[src/rtl/popcnt_threshold_accum.sv]
// popcnt_threshold_accum: sums NUM_CHUNKS chunk popcounts into a frame total,
// saturating at the accumulator width, and reports total >= threshold per frame.
module popcnt_threshold_accum #(
    parameter int unsigned NUM_CHUNKS = 8,
    parameter int unsigned ACC_W      = 9
) (
    input  logic             clk,
    input  logic             rst_n,
    input  logic             clr,
    input  logic             in_valid,
    output logic             in_ready,
    input  logic [4:0]       in_sum,
    input  logic             in_cy,
    input  logic [ACC_W-1:0] threshold,
    output logic             out_valid,
    input  logic             out_ready,
    output logic             out_bit,
    output logic [ACC_W-1:0] out_acc,
    output logic             busy
);

    localparam int unsigned IDX_W = (NUM_CHUNKS > 1) ? $clog2(NUM_CHUNKS) : 1;
    localparam int unsigned SUM_W = ACC_W + 1;
    localparam logic [IDX_W-1:0] LAST_IDX = IDX_W'(NUM_CHUNKS - 1);

    typedef enum logic [1:0] {
        IDLE  = 2'd0,
        ACCUM = 2'd1,
        DONE  = 2'd2
    } state_t;

    state_t             state_q, state_n;
    logic [ACC_W-1:0]   acc_q, acc_n;
    logic [IDX_W-1:0]   idx_q, idx_n;
    logic [ACC_W-1:0]   thr_q, thr_n;
    logic               out_bit_n;
    logic [ACC_W-1:0]   out_acc_n;

    logic               accept;
    logic [ACC_W-1:0]   cnt_ext;
    logic [SUM_W-1:0]   sum_wide;
    logic [ACC_W-1:0]   acc_sat;

    // A pending result blocks input unless it retires in the same cycle
    assign in_ready = !out_valid || out_ready;
    assign accept   = in_valid && in_ready;

    // Chunk count widened, and the saturating running sum
    assign cnt_ext  = ACC_W'({in_cy, in_sum});
    assign sum_wide = {1'b0, acc_q} + SUM_W'({in_cy, in_sum});
    assign acc_sat  = sum_wide[ACC_W] ? {ACC_W{1'b1}} : sum_wide[ACC_W-1:0];

    // Next-state and datapath update; clr overrides every handshake
    always_comb begin
        state_n   = state_q;
        acc_n     = acc_q;
        idx_n     = idx_q;
        thr_n     = thr_q;
        out_bit_n = out_bit;
        out_acc_n = out_acc;

        if (clr) begin
            state_n = IDLE;
            acc_n   = '0;
            idx_n   = '0;
        end else begin
            case (state_q)
                IDLE, DONE: begin
                    if (accept) begin
                        // First chunk of a frame: restart sum, latch threshold
                        acc_n = cnt_ext;
                        thr_n = threshold;
                        if (NUM_CHUNKS == 1) begin
                            state_n   = DONE;
                            idx_n     = '0;
                            out_acc_n = cnt_ext;
                            out_bit_n = (cnt_ext >= threshold);
                        end else begin
                            state_n = ACCUM;
                            idx_n   = IDX_W'(1);
                        end
                    end else if (state_q == DONE && out_ready) begin
                        state_n = IDLE;
                    end
                end
                ACCUM: begin
                    if (accept) begin
                        acc_n = acc_sat;
                        if (idx_q == LAST_IDX) begin
                            state_n   = DONE;
                            idx_n     = '0;
                            out_acc_n = acc_sat;
                            out_bit_n = (acc_sat >= thr_q);
                        end else begin
                            idx_n = idx_q + IDX_W'(1);
                        end
                    end
                end
                default: begin
                    state_n = IDLE;
                    acc_n   = '0;
                    idx_n   = '0;
                end
            endcase
        end
    end

    // State, datapath and registered outputs
    always_ff @(posedge clk or negedge rst_n) begin
        if (!rst_n) begin
            state_q   <= IDLE;
            acc_q     <= '0;
            idx_q     <= '0;
            thr_q     <= '0;
            out_valid <= 1'b0;
            out_bit   <= 1'b0;
            out_acc   <= '0;
            busy      <= 1'b0;
        end else begin
            state_q   <= state_n;
            acc_q     <= acc_n;
            idx_q     <= idx_n;
            thr_q     <= thr_n;
            out_valid <= (state_n == DONE);
            out_bit   <= out_bit_n;
            out_acc   <= out_acc_n;
            busy      <= (state_n == ACCUM);
        end
    end

endmodule

[config.mk]
export PLATFORM = sky130hd
export DESIGN_NAME = popcnt_threshold_accum
export DESIGN_NICKNAME = d
export VERILOG_FILES = /design/src/rtl/popcnt_threshold_accum.sv
export SDC_FILE = /design/constraint.sdc
export NUM_CORES = 1
export LEC_CHECK = 0
export ABC_AREA = 1
export CORE_ASPECT_RATIO = 0.7
export CORE_MARGIN = 3
export CORE_UTILIZATION = 40
export DETAILED_ROUTE_END_ITERATION = 8
export GPL_ROUTABILITY_DRIVEN = 1
export PLACE_DENSITY_LB_ADDON = 0.1
export SLEW_MARGIN = 30
export SYNTH_ARGS = -nofsm -noshare
export SYNTH_HDL_FRONTEND = slang
export SYNTH_SLANG_ARGS = --single-unit
[constraint.sdc]
create_clock -name clk -period 2.9 [get_ports clk]
set_clock_uncertainty 0.1 [all_clocks]
set_input_delay 0.58 -clock clk [delete_from_list [all_inputs] [get_ports clk]]
set_output_delay 0.58 -clock clk [all_outputs]
set_load 0.02 [all_outputs]
==> metrics.csv <==
stage,metric,value,unit
hold_path,worst min-delay path class,reg -> reg,
worst_setup_path,CP max FO,4,
synth,Async SR Flop Fraction,1.00,
cts,Inserted Clock Buffers,5,
place,Final Wtd Congestion,0.809,
timing,worst hold slack,383,ps
synth,Post-synth EDFFs,0,
route,remaining antenna violation count,0,
route,DR DRC count,0,
final_layout,sequential standard cell area,876,um2
final_layout,Layout area overhead,40.3,%
worst_setup_path,cell mode on critical path,nand2_1,
worst_setup_path,worst path arrival time,2890,ps
synth,"Distinct cells, synth",30,
cts,Clock Latency Late Sink,290,ps
floorplan,die area,6240,um2
synth,post-synthesis cell count,273,
route,WL/cell,13.1,um
global_route,All-Layer GR Usage,0.179,
worst_setup_path,Crit. End Element,flip-flop,
synth,sequential share of the synthesized area,0.412,
global_route,global-route wire length before repair,8630,um
place,IO Port Bufs,32,
final_layout,final core utilization,0.601,
synth,Synth Warn #,0,
worst_setup_path,Worst Path Required,3030,ps
floorplan,Row Count,21,
synth,Synth Register Bits,35,
route,Vias,1938,
worst_setup_path,CP peak stage delay,440,ps
place,placed inst area,2700,um2
power_and_ir_drop,Max VDD drop,0.310,mV
final_layout,proportion of layout cells with a drive suffix above 1,0.231,
timing,Fmax achieved,362,MHz
place,HPWL after DPL,3860,um
synth,"Cell Area, Synth",2130,um2
floorplan,die width,93.2,um
place,# placed instances,394,
route,final wirelength,5330,um
timing,worst-margin pin slew,513,ps
worst_setup_path,CP Class,in -> reg,
power_and_ir_drop,PnR Total Power,1.42,mW
cts,clock sinks,35,
status,status,"finished, final reports clean",
timing,Finish-stage setup viols,0,
power_and_ir_drop,Leak,1.58,nW
synth,syn_area_per_cell,7.79,um2
route,DR pass1 iterations,4,
final_layout,Fill cells,449,
cts,CTS tree,yes,
floorplan,die height,67.0,um
timing,Slew Limit Fails,0,
timing,RSZ-0062 raised after global routing,no,
final_layout,Post-Layout Cell Count,407,
cts,H-tree levels,2,
final_layout,post-layout instance area,2980,um2
flow_run,number of max-cap violations,0,
final_layout,diode count,0,
route,initial DRC count,74,
worst_setup_path,CP startpoint kind,input port,
synth,total nets after synthesis,311,
timing,Max-slew headroom,0.657,
final_layout,Multi-input gate area,1200,um2
timing,Tmin final,2760,ps
timing,Final period util,0.951,
global_route,initial antenna violation count,0,
floorplan,Initial Util,0.428,
cts,Hold Buf Count CTS,0,
global_route,largest net degree at the start of global routing,36,
worst_setup_path,CP max stage cell,clkdlybuf4s50_1,
cts,Root Driver,clkbuf_8,
global_route,total gr overflow,0,
worst_setup_path,crit-path cells,clkdlybuf4s50_1 > ha_1 > buf_4 > a21o_1 > nand3_2 > nand2_1 > nand2_1 > nand3_2 > ha_4 > nand2_2 > nor2_2 > nand2_1 > o211ai_1 > o21ai_1 > nand2_1,
final_layout,final net count,375,
global_route,vias in the first global route,1890,
synth,ys flop type,dfrtp_1,
power_and_ir_drop,pwr dens,477,nW/um2
cts,Clock Path Buffers,2,
floorplan,core area,4970,um2
route,Via-to-Cell Ratio,4.76,
floorplan,I/O Pins,33,
cts,Worst-path clk slew,80,ps
timing,final hold violations,0,
[what timing repair did]
action | 4_1_cts | 5_1_grt
setup endpoints to repair | 1 | 3
buffers inserted | 4 | 0
endpoints found under the hold margin | 0 | 0
pin swaps | 3 | 5
gates cloned | 0 | 1
resized for setup | 6 | 21
[cell usage in the layout (no fill, tap or decap), types with 2 or more instances in the layout]
cell type        netlist  routed
a21oi_1               18      15
a21oi_2                2       5
a31oi_1                2       2
buf_4                  1      27
clkbuf_8               0       5
clkdlybuf4s50_1        0      27
dfrtp_1               35      35
dlymetal6s2s_1         0       4
ha_1                  17      12
ha_4                   0       5
inv_1                 31      30
inv_2                  4       5
nand2_1               94      90
nand2_2                5       9
nand3_1                7       5
nand3_2                6       8
nand4_1                3       3
nor2_1                19      16
nor2_2                 2       4
o21ai_0                7       5
o21ai_1                6       7
o21ai_2                1       2
[report_power, final]
part	switching, mW	total [mW]	internal, mW
Sequential	0.0205	0.547	0.526
Clock	0.193	0.449	0.256
Combinational	0.231	0.426	0.195
Total	0.445	1.42	0.977
[layer usage]
layer  GRT usage  routed length [um]  share of wire  up-vias
met2       0.281                2320           0.44       38
met4      0.0512                  59          0.011        0
met5           0                   0              0        -
met1       0.246                2760           0.52      890
li1            -                   -              -     1001
met3      0.0406                 191          0.036        9
[final cells by class]
class / count / area share
inverter: 35 / 0.0440
sequential: 35 / 0.294
timing repair buffer: 61 / 0.193
multi-input combinational: 199 / 0.403
clock buffer: 5 / 0.0231
tap: 69 / 0.0289
clock inverter: 3 / 0.0147
[path summary, 6_finish.rpt]
path,slack (ps),startpoint,end,cells after the start
min reg2reg,380,out_acc[5]$_DFFE_PN0P_,out_acc[5]$_DFFE_PN0P_,2
min,380,out_acc[5]$_DFFE_PN0P_,out_acc[5]$_DFFE_PN0P_,2
max in group asynchronous,1760,rst_n,thr_q[4]$_DFFE_PN0P_,2
min in group asynchronous,610,rst_n,out_acc[7]$_DFFE_PN0P_,2
max reg2reg,370,acc_q[0]$_DFFE_PN0P_,out_bit$_DFFE_PN0P_,18
max,140,in_cy,out_bit$_DFFE_PN0P_,15
[stage by stage]
stage,setup TNS [ps],worst slack [ps]
CTS,0,15.9
global route,0,0.973
global placement,-371,-371
detailed placement,-417,-417
finish,0,141
floorplan,0,229
[kinds of logic after synthesis]
family | after synthesis | synth area share
multiplexers | 1 | 0.00529
XOR/XNOR | 1 | 0.00412
flip-flops | 35 | 0.412
AO/OA/AOI/OAI | 40 | 0.106
adder cells (fa/ha/maj) | 18 | 0.109
AND/OR/NAND/NOR | 139 | 0.288
buffers and inverters | 39 | 0.0753
[flip-flops by register name (all words and copies together), names as in the netlist]
signal	flops
acc_q	9
out_acc	9
thr_q	9
idx_q	3
state_q	2
busy	1
out_bit	1
out_valid	1
[synth_stat cells, types with 4 or more instances]
| master | instances | area, um2 |
|---|---|---|
| nand2_1 | 94 | 353 |
| dfrtp_1 | 35 | 876 |
| inv_1 | 31 | 116 |
| nor2_1 | 19 | 71.3 |
| a21oi_1 | 18 | 90.1 |
| ha_1 | 17 | 213 |
| nand3_1 | 7 | 35.0 |
| o21ai_0 | 7 | 35.0 |
| nand3_2 | 6 | 60.1 |
| o21ai_1 | 6 | 30.0 |
| nand2_2 | 5 | 31.3 |
| inv_2 | 4 | 15.0 |
[critical path, delay by kind of cell]
kind / cells / cell delay (ps)
adder cells (fa/ha/maj): 2 / 610
buffers and inverters: 2 / 600
AO/OA/AOI/OAI: 3 / 440
AND/OR/NAND/NOR: 8 / 660
Power figures use the tool's default switching activity.
